### src/rtl/rvb_dispatch_pkg.sv
// Shared types and constants for the rvb_dispatch shifter-unit dispatcher.
// The request struct is sized for the widest supported build (XLEN<=64, TAGW<=8).
package rvb_dispatch_pkg;

    localparam int TAG_FIFO_DEPTH = 4;
    localparam int OPIMM_SEL_BIT  = 5;
    localparam int REQ_XLEN_MAX   = 64;
    localparam int REQ_TAGW_MAX   = 8;

    typedef struct packed {
        logic [REQ_XLEN_MAX-1:0] rs1;
        logic [REQ_XLEN_MAX-1:0] rs2;
        logic [REQ_XLEN_MAX-1:0] rs3;
        logic                    insn3;
        logic                    insn14;
        logic                    insn26;
        logic                    insn27;
        logic                    insn29;
        logic                    insn30;
        logic [REQ_TAGW_MAX-1:0] tag;
    } req_t;

endpackage

### src/rtl/rvb_dispatch_tagfifo.sv
// In-order destination-tag FIFO with registered full/empty flags.
// DEPTH must be a power of two so the pointers wrap naturally.
module rvb_dispatch_tagfifo
    import rvb_dispatch_pkg::*;
#(
    parameter int TAGW  = 5,
    parameter int DEPTH = TAG_FIFO_DEPTH
) (
    input  logic            clock,
    input  logic            resetn,
    input  logic            push,
    input  logic [TAGW-1:0] push_tag,
    input  logic            pop,
    output logic [TAGW-1:0] head,
    output logic            full,
    output logic            empty
);

    localparam int PTRW = $clog2(DEPTH);
    localparam int CNTW = PTRW + 1;

    logic [TAGW-1:0] mem [DEPTH];
    logic [PTRW-1:0] wr_ptr;
    logic [PTRW-1:0] rd_ptr;
    logic [CNTW-1:0] count;
    logic [CNTW-1:0] count_next;

    always_comb begin
        count_next = count;
        if (push && !pop) begin
            count_next = count + CNTW'(1);
        end else if (pop && !push) begin
            count_next = count - CNTW'(1);
        end
    end

    always_ff @(posedge clock or negedge resetn) begin
        if (!resetn) begin
            for (int i = 0; i < DEPTH; i++) begin
                mem[i] <= '0;
            end
            wr_ptr <= '0;
            rd_ptr <= '0;
            count  <= '0;
            full   <= 1'b0;
            empty  <= 1'b1;
        end else begin
            if (push) begin
                mem[wr_ptr] <= push_tag;
                wr_ptr      <= wr_ptr + PTRW'(1);
            end
            if (pop) begin
                rd_ptr <= rd_ptr + PTRW'(1);
            end
            count <= count_next;
            full  <= (count_next == CNTW'(DEPTH));
            empty <= (count_next == '0);
        end
    end

    assign head = mem[rd_ptr];

endmodule

### src/rtl/rvb_dispatch.sv
// Dispatcher between a core issue port and a shifter unit, with in-order tag tracking.
// Define RVB_DISPATCH_SKID_EN for a 2-entry skid request stage (one op per cycle).
module rvb_dispatch
    import rvb_dispatch_pkg::*;
#(
    parameter int XLEN = 64,
    parameter int TAGW = 5
) (
    input  logic            clock,
    input  logic            resetn,
    input  logic            issue_valid,
    output logic            issue_ready,
    input  logic [31:0]     issue_insn,
    input  logic [XLEN-1:0] issue_rs1,
    input  logic [XLEN-1:0] issue_rs2,
    input  logic [XLEN-1:0] issue_rs3,
    input  logic [TAGW-1:0] issue_tag,
    output logic            unit_din_valid,
    input  logic            unit_din_ready,
    output logic [XLEN-1:0] unit_rs1,
    output logic [XLEN-1:0] unit_rs2,
    output logic [XLEN-1:0] unit_rs3,
    output logic            unit_insn3,
    output logic            unit_insn14,
    output logic            unit_insn26,
    output logic            unit_insn27,
    output logic            unit_insn29,
    output logic            unit_insn30,
    input  logic            unit_dout_valid,
    output logic            unit_dout_ready,
    input  logic [XLEN-1:0] unit_dout_rd,
    output logic            wb_valid,
    input  logic            wb_ready,
    output logic [XLEN-1:0] wb_rd,
    output logic [TAGW-1:0] wb_tag,
    output logic            busy
);

    req_t            req_new;
    req_t            ent0_q;
    req_t            ent0_d;
    logic            ent0_valid_q;
    logic            ent0_valid_d;
`ifdef RVB_DISPATCH_SKID_EN
    req_t            ent1_q;
    req_t            ent1_d;
    logic            ent1_valid_q;
    logic            ent1_valid_d;
`endif
    logic            ready_q;
    logic            ready_d;
    logic            issue_fire;
    logic            din_fire;
    logic            res_fire;
    logic            fifo_full;
    logic            fifo_empty;
    logic [TAGW-1:0] fifo_head;
    logic            spare_unused;

    // Instruction bits the unit does not decode are dropped on purpose.
    assign spare_unused = ^{issue_insn, ent0_q};

    always_comb begin
        req_new                 = '0;
        req_new.rs1[XLEN-1:0]   = issue_rs1;
        req_new.rs3[XLEN-1:0]   = issue_rs3;
        if (issue_insn[OPIMM_SEL_BIT]) begin
            req_new.rs2[XLEN-1:0] = issue_rs2;
        end else begin
            req_new.rs2[5:0]      = issue_insn[25:20];
        end
        req_new.insn3           = issue_insn[3];
        req_new.insn14          = issue_insn[14];
        req_new.insn26          = issue_insn[26];
        req_new.insn27          = issue_insn[27];
        req_new.insn29          = issue_insn[29];
        req_new.insn30          = issue_insn[30];
        req_new.tag[TAGW-1:0]   = issue_tag;
    end

    assign issue_ready    = ready_q;
    assign issue_fire     = issue_valid & ready_q;
    assign unit_din_valid = ent0_valid_q & ~fifo_full;
    assign din_fire       = unit_din_valid & unit_din_ready;

    always_comb begin
        ent0_valid_d = ent0_valid_q;
        ent0_d       = ent0_q;
`ifdef RVB_DISPATCH_SKID_EN
        ent1_valid_d = ent1_valid_q;
        ent1_d       = ent1_q;
        if (din_fire) begin
            ent0_valid_d = ent1_valid_q;
            ent0_d       = ent1_q;
            ent1_valid_d = 1'b0;
        end
        if (issue_fire) begin
            if (!ent0_valid_d) begin
                ent0_valid_d = 1'b1;
                ent0_d       = req_new;
            end else begin
                ent1_valid_d = 1'b1;
                ent1_d       = req_new;
            end
        end
        ready_d = ~ent1_valid_d;
`else
        if (din_fire) begin
            ent0_valid_d = 1'b0;
        end
        if (issue_fire) begin
            ent0_valid_d = 1'b1;
            ent0_d       = req_new;
        end
        ready_d = ~ent0_valid_d;
`endif
    end

    // issue_ready is its own flop so it reads low throughout reset.
    always_ff @(posedge clock or negedge resetn) begin
        if (!resetn) begin
            ent0_q       <= '0;
            ent0_valid_q <= 1'b0;
`ifdef RVB_DISPATCH_SKID_EN
            ent1_q       <= '0;
            ent1_valid_q <= 1'b0;
`endif
            ready_q      <= 1'b0;
        end else begin
            ent0_q       <= ent0_d;
            ent0_valid_q <= ent0_valid_d;
`ifdef RVB_DISPATCH_SKID_EN
            ent1_q       <= ent1_d;
            ent1_valid_q <= ent1_valid_d;
`endif
            ready_q      <= ready_d;
        end
    end

    assign unit_rs1    = ent0_q.rs1[XLEN-1:0];
    assign unit_rs2    = ent0_q.rs2[XLEN-1:0];
    assign unit_rs3    = ent0_q.rs3[XLEN-1:0];
    assign unit_insn3  = ent0_q.insn3;
    assign unit_insn14 = ent0_q.insn14;
    assign unit_insn26 = ent0_q.insn26;
    assign unit_insn27 = ent0_q.insn27;
    assign unit_insn29 = ent0_q.insn29;
    assign unit_insn30 = ent0_q.insn30;

    rvb_dispatch_tagfifo #(
        .TAGW  (TAGW),
        .DEPTH (TAG_FIFO_DEPTH)
    ) u_tagfifo (
        .clock    (clock),
        .resetn   (resetn),
        .push     (din_fire),
        .push_tag (ent0_q.tag[TAGW-1:0]),
        .pop      (res_fire),
        .head     (fifo_head),
        .full     (fifo_full),
        .empty    (fifo_empty)
    );

    // An empty FIFO keeps dout_ready low, so a stray unit result is never taken.
    assign unit_dout_ready = ~fifo_empty & (~wb_valid | wb_ready);
    assign res_fire        = unit_dout_valid & unit_dout_ready;

    always_ff @(posedge clock or negedge resetn) begin
        if (!resetn) begin
            wb_valid <= 1'b0;
            wb_rd    <= '0;
            wb_tag   <= '0;
        end else if (res_fire) begin
            wb_valid <= 1'b1;
            wb_rd    <= unit_dout_rd;
            wb_tag   <= fifo_head;
        end else if (wb_valid && wb_ready) begin
            wb_valid <= 1'b0;
        end
    end

    assign busy = ent0_valid_q | ~fifo_empty | wb_valid;

endmodule
### config.mk
export PLATFORM = sky130hd
export DESIGN_NAME = rvb_dispatch
export DESIGN_NICKNAME = d
export VERILOG_FILES = /design/src/rtl/rvb_dispatch_pkg.sv /design/src/rtl/rvb_dispatch_tagfifo.sv /design/src/rtl/rvb_dispatch.sv
export SDC_FILE = /design/constraint.sdc
export NUM_CORES = 1
export LEC_CHECK = 0
export BUFFER_PORTS_ARGS = -buffer_cell sky130_fd_sc_hd__buf_2
export CORE_AREA = 2 2 224 226
export DETAILED_ROUTE_END_ITERATION = 8
export DIE_AREA = 0 0 226 228
export GPL_TIMING_DRIVEN = 0
export PLACE_DENSITY = 0.5
export SYNTH_ARGS = -nofsm -noshare
export SYNTH_HDL_FRONTEND = slang
export SYNTH_HIERARCHICAL = 1
export SYNTH_SLANG_ARGS = --single-unit
export TNS_END_PERCENT = 50
### constraint.sdc
create_clock -name clock -period 2.5 [get_ports clock]
set_input_delay 0.5 -clock clock [delete_from_list [all_inputs] [get_ports clock]]
set_output_delay 0.5 -clock clock [all_outputs]
set_load 0.005 [all_outputs]
==> results.sh, run 1 <==
export IMPL_powerDensity_nw_per_um2=1160
export IMPL_max_cap_violations=0
export IMPL_ys_dominant_reg_cell="sky130_fd_sc_hd__dfrtp_1"
export IMPL_final_period_utilization=0.885
export IMPL_synth_top_cells_by_count="sky130_fd_sc_hd__dfrtp_1, sky130_fd_sc_hd__buf_4, sky130_fd_sc_hd__nand2_1"
export IMPL_layout_drive_gt1_share=0.648
export IMPL_clk_root_buffer_cell="sky130_fd_sc_hd__clkbuf_16"
export IMPL_drt_vias_per_instance=4.04
export IMPL_pwr_share_seq=0.377
export IMPL_worst_stage_delay_on_the_critical_path_ns=0.53
export IMPL_synth_warning_count=6
export IMPL_rr_endpoint="u_tagfifo/full"
export IMPL_later_pin_clock_latency_in_the_skew_report_ns=0.54
export IMPL_clock_sinks=304
export IMPL_wl_met2_um=19200
export IMPL_worstSetupEndpointType="output port"
export IMPL_mappedNetlistArea_um2=13700
export IMPL_synth_cell_types=35
export IMPL_power_switching_share=0.293
export IMPL_drtPass1Iterations=6
export IMPL_clkTransAtPathRegs_ns=0.06
export IMPL_core_area_um2=49300
export IMPL_critical_path_buf_inv_count=1
export IMPL_post_cts_resized=0
export IMPL_port_buffers=550
export IMPL_initial_core_utilization=0.277
export IMPL_synth_edff_count=0
export IMPL_data_required_critical_path_ns=2.00
export IMPL_outcome="complete, no violations"
export IMPL_synthTopCellsByArea="sky130_fd_sc_hd__dfrtp_1, sky130_fd_sc_hd__mux2_4, sky130_fd_sc_hd__buf_4"
export IMPL_worst_r2r_path_depth=7
export IMPL_crit_path_start_kind="register"
export IMPL_cp_data_arrival_time_ns=1.71
export IMPL_peakVddDrop_mv=0.609
export IMPL_most_frequent_cell_after_synthesis="sky130_fd_sc_hd__dfrtp_1"
export IMPL_fmax_ghz=0.452
export IMPL_vias_in_the_first_global_route=10100
export IMPL_tritoncts_num_buffers=37
export IMPL_rsz0062_at_grt="false"
export IMPL_crit_fanout=3
export IMPL_synth_top_cell_by_area="sky130_fd_sc_hd__dfrtp_1"
export IMPL_whs_endpoint="wb_rd[3]"
export IMPL_chipHeight_um=228
export IMPL_number_of_failing_setup_endpoints_in_the_final_timing_report=0
export IMPL_timing_critical_path_slowest_stage_cell="sky130_fd_sc_hd__dfstp_2"
export IMPL_postLayoutCoreUtil=0.375
export IMPL_ys_async_sr_fraction=1.00
export IMPL_critical_path_reg2reg_startpoint="wb_valid"
export IMPL_multi_input_comb_area_um2=4250
export IMPL_syn_nets=1325
export IMPL_p_int_mw=15.2
export IMPL_maxUsedRoutingLayer="met5"
export IMPL_vias=9353
export IMPL_row_count=82
export IMPL_layout_area_overhead_vs_synth_pct=35.5
export IMPL_fillers=4907
export IMPL_cts_tree="yes"
export IMPL_period_minus_slack_ns=2.21
export IMPL_floorplan_die_area_um2=51500
export IMPL_routedWlPerCell_um=16.4
export IMPL_worstHoldPathType="input pin to register"
export IMPL_worstHoldPathCells=2
export IMPL_routabilityCongestion=0.845
export IMPL_grt_first_pass_wirelength_um=58500
export IMPL_detail_route_drc_violations=0
export IMPL_finalClockSkew_ns=0.0158
export IMPL_finalNetCount=1917
export IMPL_cts_htree_levels=2
export IMPL_max_slew_margin=0.515
export IMPL_critPathTopFamily="flip-flops"
export IMPL_worstPathCellList="or3b_2 > buf_2"
export IMPL_switchingPower_mw=6.32
export IMPL_route_layer_met1_wl_um=15400
export IMPL_dieWidth_um=226
export IMPL_postRouteWirelength_um=38000
export IMPL_met3_wirelength_um=2150
export IMPL_grt_remaining_overflow=0
export IMPL_yosysSeqAreaShare=0.556
export IMPL_share_comb_of_total_power=0.382
export IMPL_worst_pin_slew_ns=0.728
export IMPL_drt_first_iter_violations=356
export IMPL_rrSetupSlack_ns=0.49
export IMPL_register_area_um2=7610
export IMPL_post_synth_cell_area_avg_um2=13.4
export IMPL_p_leak_nw=9.45
export IMPL_hold_violations_final=0
export IMPL_hold_slack_ns=0.171
export IMPL_gr_usage_all_layers=0.146
export IMPL_grt_antenna_before_repair=7
export IMPL_maximum_number_of_pins_on_one_net_before_global_route_repair=113
export IMPL_yosys_register_bits=304
export IMPL_clk_pwr_share=0.240
export IMPL_final_max_slew_viol_count=0
export IMPL_final_antenna_net_count=0
export IMPL_cts_root_to_sink_buffers=3
export IMPL_detailedPlacementHpwl_um=29200
export IMPL_io_pin_count=571
export IMPL_timing_hold_worst_start="unit_dout_rd[3]"
export IMPL_critical_path_class="register to output port"
export IMPL_synth_top_area_share=0.554
export IMPL_netlist_instances=1020
==> stage by stage <==
stage               worst slack (ns)  total power, mW  TNS (ns)  instances  instance area (um^2)
CTS                            0.224             21.9         0       2313                 18500
detailed placement             0.262             16.6         0       2244                 17300
floorplan                      0.545             13.2         0       1020                 13700
global route                   0.213             23.0         0       2317                 18500
global placement               -5.28             16.4  -1588.76       2242                 17300
finish                         0.288             21.6         0       2317                 18500
==> worst register-to-register path, cell delays in order (launching register included) <==
cell	delay, ns
sky130_fd_sc_hd__dfrtp_1	0.39
sky130_fd_sc_hd__and2b_2	0.25
sky130_fd_sc_hd__nor2_8	0.23
sky130_fd_sc_hd__buf_6	0.20
sky130_fd_sc_hd__buf_6	0.15
sky130_fd_sc_hd__and3b_1	0.18
sky130_fd_sc_hd__or3_1	0.34
sky130_fd_sc_hd__and3_1	0.16
==> flip-flops by register name, indices dropped and copies added, names as in the netlist <==
name	count
u_tagfifo/wr_ptr	2
ent0_q	5
u_tagfifo/full	1
ent0_valid_q	1
unit_insn30	1
u_tagfifo/empty	1
issue_ready	1
u_tagfifo/count	3
unit_rs2	64
u_tagfifo/rd_ptr	2
unit_insn29	1
unit_rs1	64
u_tagfifo/mem	20
unit_rs3	64
unit_insn26	1
unit_insn14	1
unit_insn27	1
wb_valid	1
unit_insn3	1
wb_rd	64
wb_tag	5
==> power groups by stage <==
stage	clock (mW)	combinational [mW]	sequential, mW
2_1_floorplan	0	5.23	8.00
3_3_place_gp	0	8.26	8.14
3_5_place_dp	0	8.38	8.21
4_1_cts	5.38	8.41	8.16
5_1_grt	5.58	8.96	8.43
6_report	5.18	8.25	8.14
==> placed cells by master, fill, tap and decap left out, drive strengths merged <==
cell / Yosys / layout
nand4bb: 1 / 1
or3b: 1 / 1
dfstp: 1 / 1
and2b: 1 / 1
clkinvlp: 0 / 1
and3b: 2 / 2
dlygate4sd3: 0 / 1
nor2b: 3 / 3
and2: 4 / 4
clkbuf: 18 / 74
nand4b: 1 / 1
nand2b: 2 / 2
inv: 5 / 8
xor2: 3 / 3
a21boi: 1 / 1
mux2: 228 / 228
diode: 0 / 4
clkinv: 0 / 8
nand2: 130 / 130
mux2i: 7 / 7
buf: 222 / 774
ha: 6 / 6
mux4: 5 / 5
xnor2: 2 / 2
or3: 1 / 1
o311ai: 1 / 1
o21ai: 67 / 67
dfrtp: 303 / 303
and3: 1 / 1
o21bai: 2 / 2
nor2: 2 / 2
==> cell families (layout without fill, tap and decap cells) <==
| kind of cell | count (synthesis) | in the layout | share of synthesized area |
|---|---|---|---|
| AOI/OAI and AO/OA | 71 | 71 | 0.0268 |
| xor gates and xnor gates | 5 | 5 | 0.00320 |
| adders and majority gates | 6 | 6 | 0.00549 |
| buffers and inverters | 245 | 866 | 0.133 |
| DFF | 304 | 304 | 0.556 |
| muxes | 240 | 240 | 0.229 |
| other | 0 | 4 | 0 |
| and+or+nand+nor | 149 | 149 | 0.0467 |
==> per-layer routing <==
metal  up-vias  GRT usage
met3        84     0.0325
met4         6     0.0594
met2       256      0.252
met1      4610      0.175
li1       4397          -
met5         -          0
==> worst max-delay path by stage <==
stage / end / from / depth (start not counted) / slack (ns)
3_3_place_gp: wb_rd[48] / resetn / 1 / -5.28
5_1_grt: busy / u_tagfifo/empty / 2 / 0.21
3_5_place_dp: u_tagfifo/full / wb_ready / 8 / 0.26
2_1_floorplan: u_tagfifo/full / wb_ready / 7 / 0.55
4_1_cts: busy / u_tagfifo/empty / 2 / 0.22
6_report: busy / u_tagfifo/empty / 2 / 0.29
==> what timing repair did <==
| item | in CTS | in global routing |
|---|---|---|
| buffers inserted | 0 | 0 |
| hold buffers | 1 | 0 |
| endpoints found under the hold margin | 19 | 0 |
==> layout make-up <==
| class | count | share of cell area |
|---|---|---|
| Inverter | 5 | 0.00101 |
| Buffer | 240 | 0.0971 |
| Clock buffer | 56 | 0.0594 |
| Sequential cell | 304 | 0.411 |
| Clock inverter | 12 | 0.00398 |
| Tap cell | 672 | 0.0454 |
| Multi-Input combinational cell | 471 | 0.229 |
| Timing Repair Buffer | 553 | 0.153 |
| Antenna cell | 4 | 0.000540 |
No activity file was read; power rests on OpenSTA's default activity.
==> run 2, diff against run 1 <==
--- a/config.mk
+++ b/config.mk
@@ -5,7 +5,7 @@
 export SDC_FILE = /design/constraint.sdc
 export NUM_CORES = 1
 export LEC_CHECK = 0
-export BUFFER_PORTS_ARGS = -buffer_cell sky130_fd_sc_hd__buf_2
+export BUFFER_PORTS_ARGS = -buffer_cell sky130_fd_sc_hd__buf_4
 export CORE_AREA = 2 2 224 226
 export DETAILED_ROUTE_END_ITERATION = 8
 export DIE_AREA = 0 0 226 228
==> constraint.sdc (replaced) <==
create_clock -name clock -period 2.1 [get_ports clock]
set_input_delay 0.42 -clock clock [delete_from_list [all_inputs] [get_ports clock]]
set_output_delay 0.42 -clock clock [all_outputs]
set_load 0.005 [all_outputs]
==> results.sh, run 2 (synthesized netlist as in run 1, its figures left out) <==
export IMPL_tritoncts_num_buffers=37
export IMPL_rsz0062_at_grt="false"
export IMPL_final_period_utilization=0.962
export IMPL_later_pin_clock_latency_in_the_skew_report_ns=0.52
export IMPL_powerDensity_nw_per_um2=1360
export IMPL_routedWlPerCell_um=17.1
export IMPL_postLayoutCoreUtil=0.403
export IMPL_final_antenna_net_count=0
export IMPL_postRouteWirelength_um=39600
export IMPL_core_area_um2=49300
export IMPL_number_of_failing_setup_endpoints_in_the_final_timing_report=0
export IMPL_layout_setup_ws_ns=0.0796
export IMPL_final_max_slew_viol_count=0
export IMPL_chipHeight_um=228
export IMPL_critical_path_class="register to output port"
export IMPL_drtPass1Iterations=5
export IMPL_cts_root_to_sink_buffers=3
export IMPL_crit_fanout=3
export IMPL_clkTransAtPathRegs_ns=0.05
export IMPL_clk_root_buffer_cell="sky130_fd_sc_hd__clkbuf_16"
export IMPL_post_layout_nonfiller_instances=2314
export IMPL_detailedPlacementHpwl_um=30300
export IMPL_multi_input_comb_area_um2=4250
export IMPL_floorplan_die_area_um2=51500
export IMPL_worst_pin_slew_ns=0.753
export IMPL_hold_violations_final=0
export IMPL_layout_drive_gt1_share=0.646
export IMPL_maximum_number_of_pins_on_one_net_before_global_route_repair=116
export IMPL_data_required_critical_path_ns=1.68
export IMPL_layout_cells_most_common_list="sky130_fd_sc_hd__buf_4, sky130_fd_sc_hd__dfrtp_1, sky130_fd_sc_hd__nand2_1"
export IMPL_period_minus_slack_ns=2.02
export IMPL_detailed_place_area_um2=18700
export IMPL_vias=9356
export IMPL_drt_first_iter_violations=337
export IMPL_grt_remaining_overflow=0
export IMPL_grt_antenna_before_repair=1
export IMPL_dieWidth_um=226
export IMPL_mostFrequentLayoutCell="sky130_fd_sc_hd__buf_4"
export IMPL_cp_data_arrival_time_ns=1.60
export IMPL_layout_area_overhead_vs_synth_pct=45.5
export IMPL_routabilityCongestion=0.812
export IMPL_cts_htree_levels=2
export IMPL_design_area_um2=19900
export IMPL_worstHoldPathType="input pin to register"
export IMPL_register_area_um2=7610
export IMPL_vias_in_the_first_global_route=10000
export IMPL_crit_path_start_kind="register"
export IMPL_finalNetCount=1921
export IMPL_gr_usage_all_layers=0.153
export IMPL_detail_route_drc_violations=0
export IMPL_cts_tree="yes"
export IMPL_peakVddDrop_mv=0.602
export IMPL_grt_first_pass_wirelength_um=60300
export IMPL_drt_vias_per_instance=4.04
export IMPL_fillers=4803
export IMPL_worstSetupEndpointType="output port"
export IMPL_finalClockSkew_ns=0.0117
export IMPL_preCtsSetupSlack_ns=-0.0446
export IMPL_io_pin_count=571
export IMPL_p_leak_nw=9.89
export IMPL_row_count=82
export IMPL_max_cap_violations=0
export IMPL_place_inst=2244
export IMPL_outcome="complete, no violations"
export IMPL_initial_core_utilization=0.277
export IMPL_fmax_ghz=0.495
export IMPL_port_buffers=550
export IMPL_max_slew_margin=0.498
export IMPL_clock_sinks=304
## run 2: cell types whose count changed in the layout (fill, tap and decap cells not counted), sizes merged
cell | previous run | this run
bufinv | 0 | 1
diode | 4 | 1
buf | 774 | 778
inv | 8 | 5
clkbuf | 74 | 77
clkinv | 8 | 3
## run 2: path summary, 6_finish.rpt
kind / from / endpoint / slack, ns / cells past startpoint
worst max-delay path: u_tagfifo/empty / busy / 0.08 / 2
worst min-delay path: unit_dout_rd[1] / wb_rd[1] / 0.11 / 2
worst max register to register: u_tagfifo/empty / u_tagfifo/full / 0.15 / 7
worst min register to register: unit_rs2[58] / unit_rs2[58] / 0.48 / 2
max in group asynchronous: resetn / wb_rd[37] / 0.47 / 3
min in group asynchronous: resetn / unit_rs1[44] / 0.55 / 2
## run 2: timing repair
item | in CTS | in global routing
hold buffers | 1 | 0
pin swaps | 0 | 1
hold endpoints to repair | 92 | 0
setup buffers | 0 | 4
resized for setup | 1 | 0
endpoints found under the setup margin | 1 | 2
## run 2: layout make-up
cell class,instances,area share
sequential,304,0.382
multi-input combinational,471,0.214
timing repair buffer,557,0.213
buffer,240,0.0904
clock buffer,59,0.0547
tap,672,0.0423
clock inverter,5,0.00264
inverter,5,0.000943
antenna,1,0.000126
## run 2: through the flow
step           power (mW)  setup TNS, ns  hold slack [ns]
2_1_floorplan        15.8              0            0.124
3_3_place_gp         21.0        -719.03            0.466
3_5_place_dp         21.2        -0.0858            0.471
4_1_cts              27.6              0           0.0671
5_1_grt              28.8              0           0.0822
6_report             27.0              0            0.111
## run 2: worst max-delay path, cell delays in order (launching register included)
cell,delay (ns)
sky130_fd_sc_hd__dfstp_2,0.53
sky130_fd_sc_hd__or3b_4,0.39
sky130_fd_sc_hd__buf_4,0.15
## run 2: layer usage
metal  up-vias  wire length [um]  track usage
li1       4410                 -            -
met1      4621             15700        0.180
met2       262             20300        0.268
met3        63              2530       0.0379
met4         0              1020       0.0540
met5         -                 0            0
## run 2: where the power goes
part	internal, mW	switching, mW
clock network	3.65	2.43
logic	7.47	3.75
registers	8.35	1.39
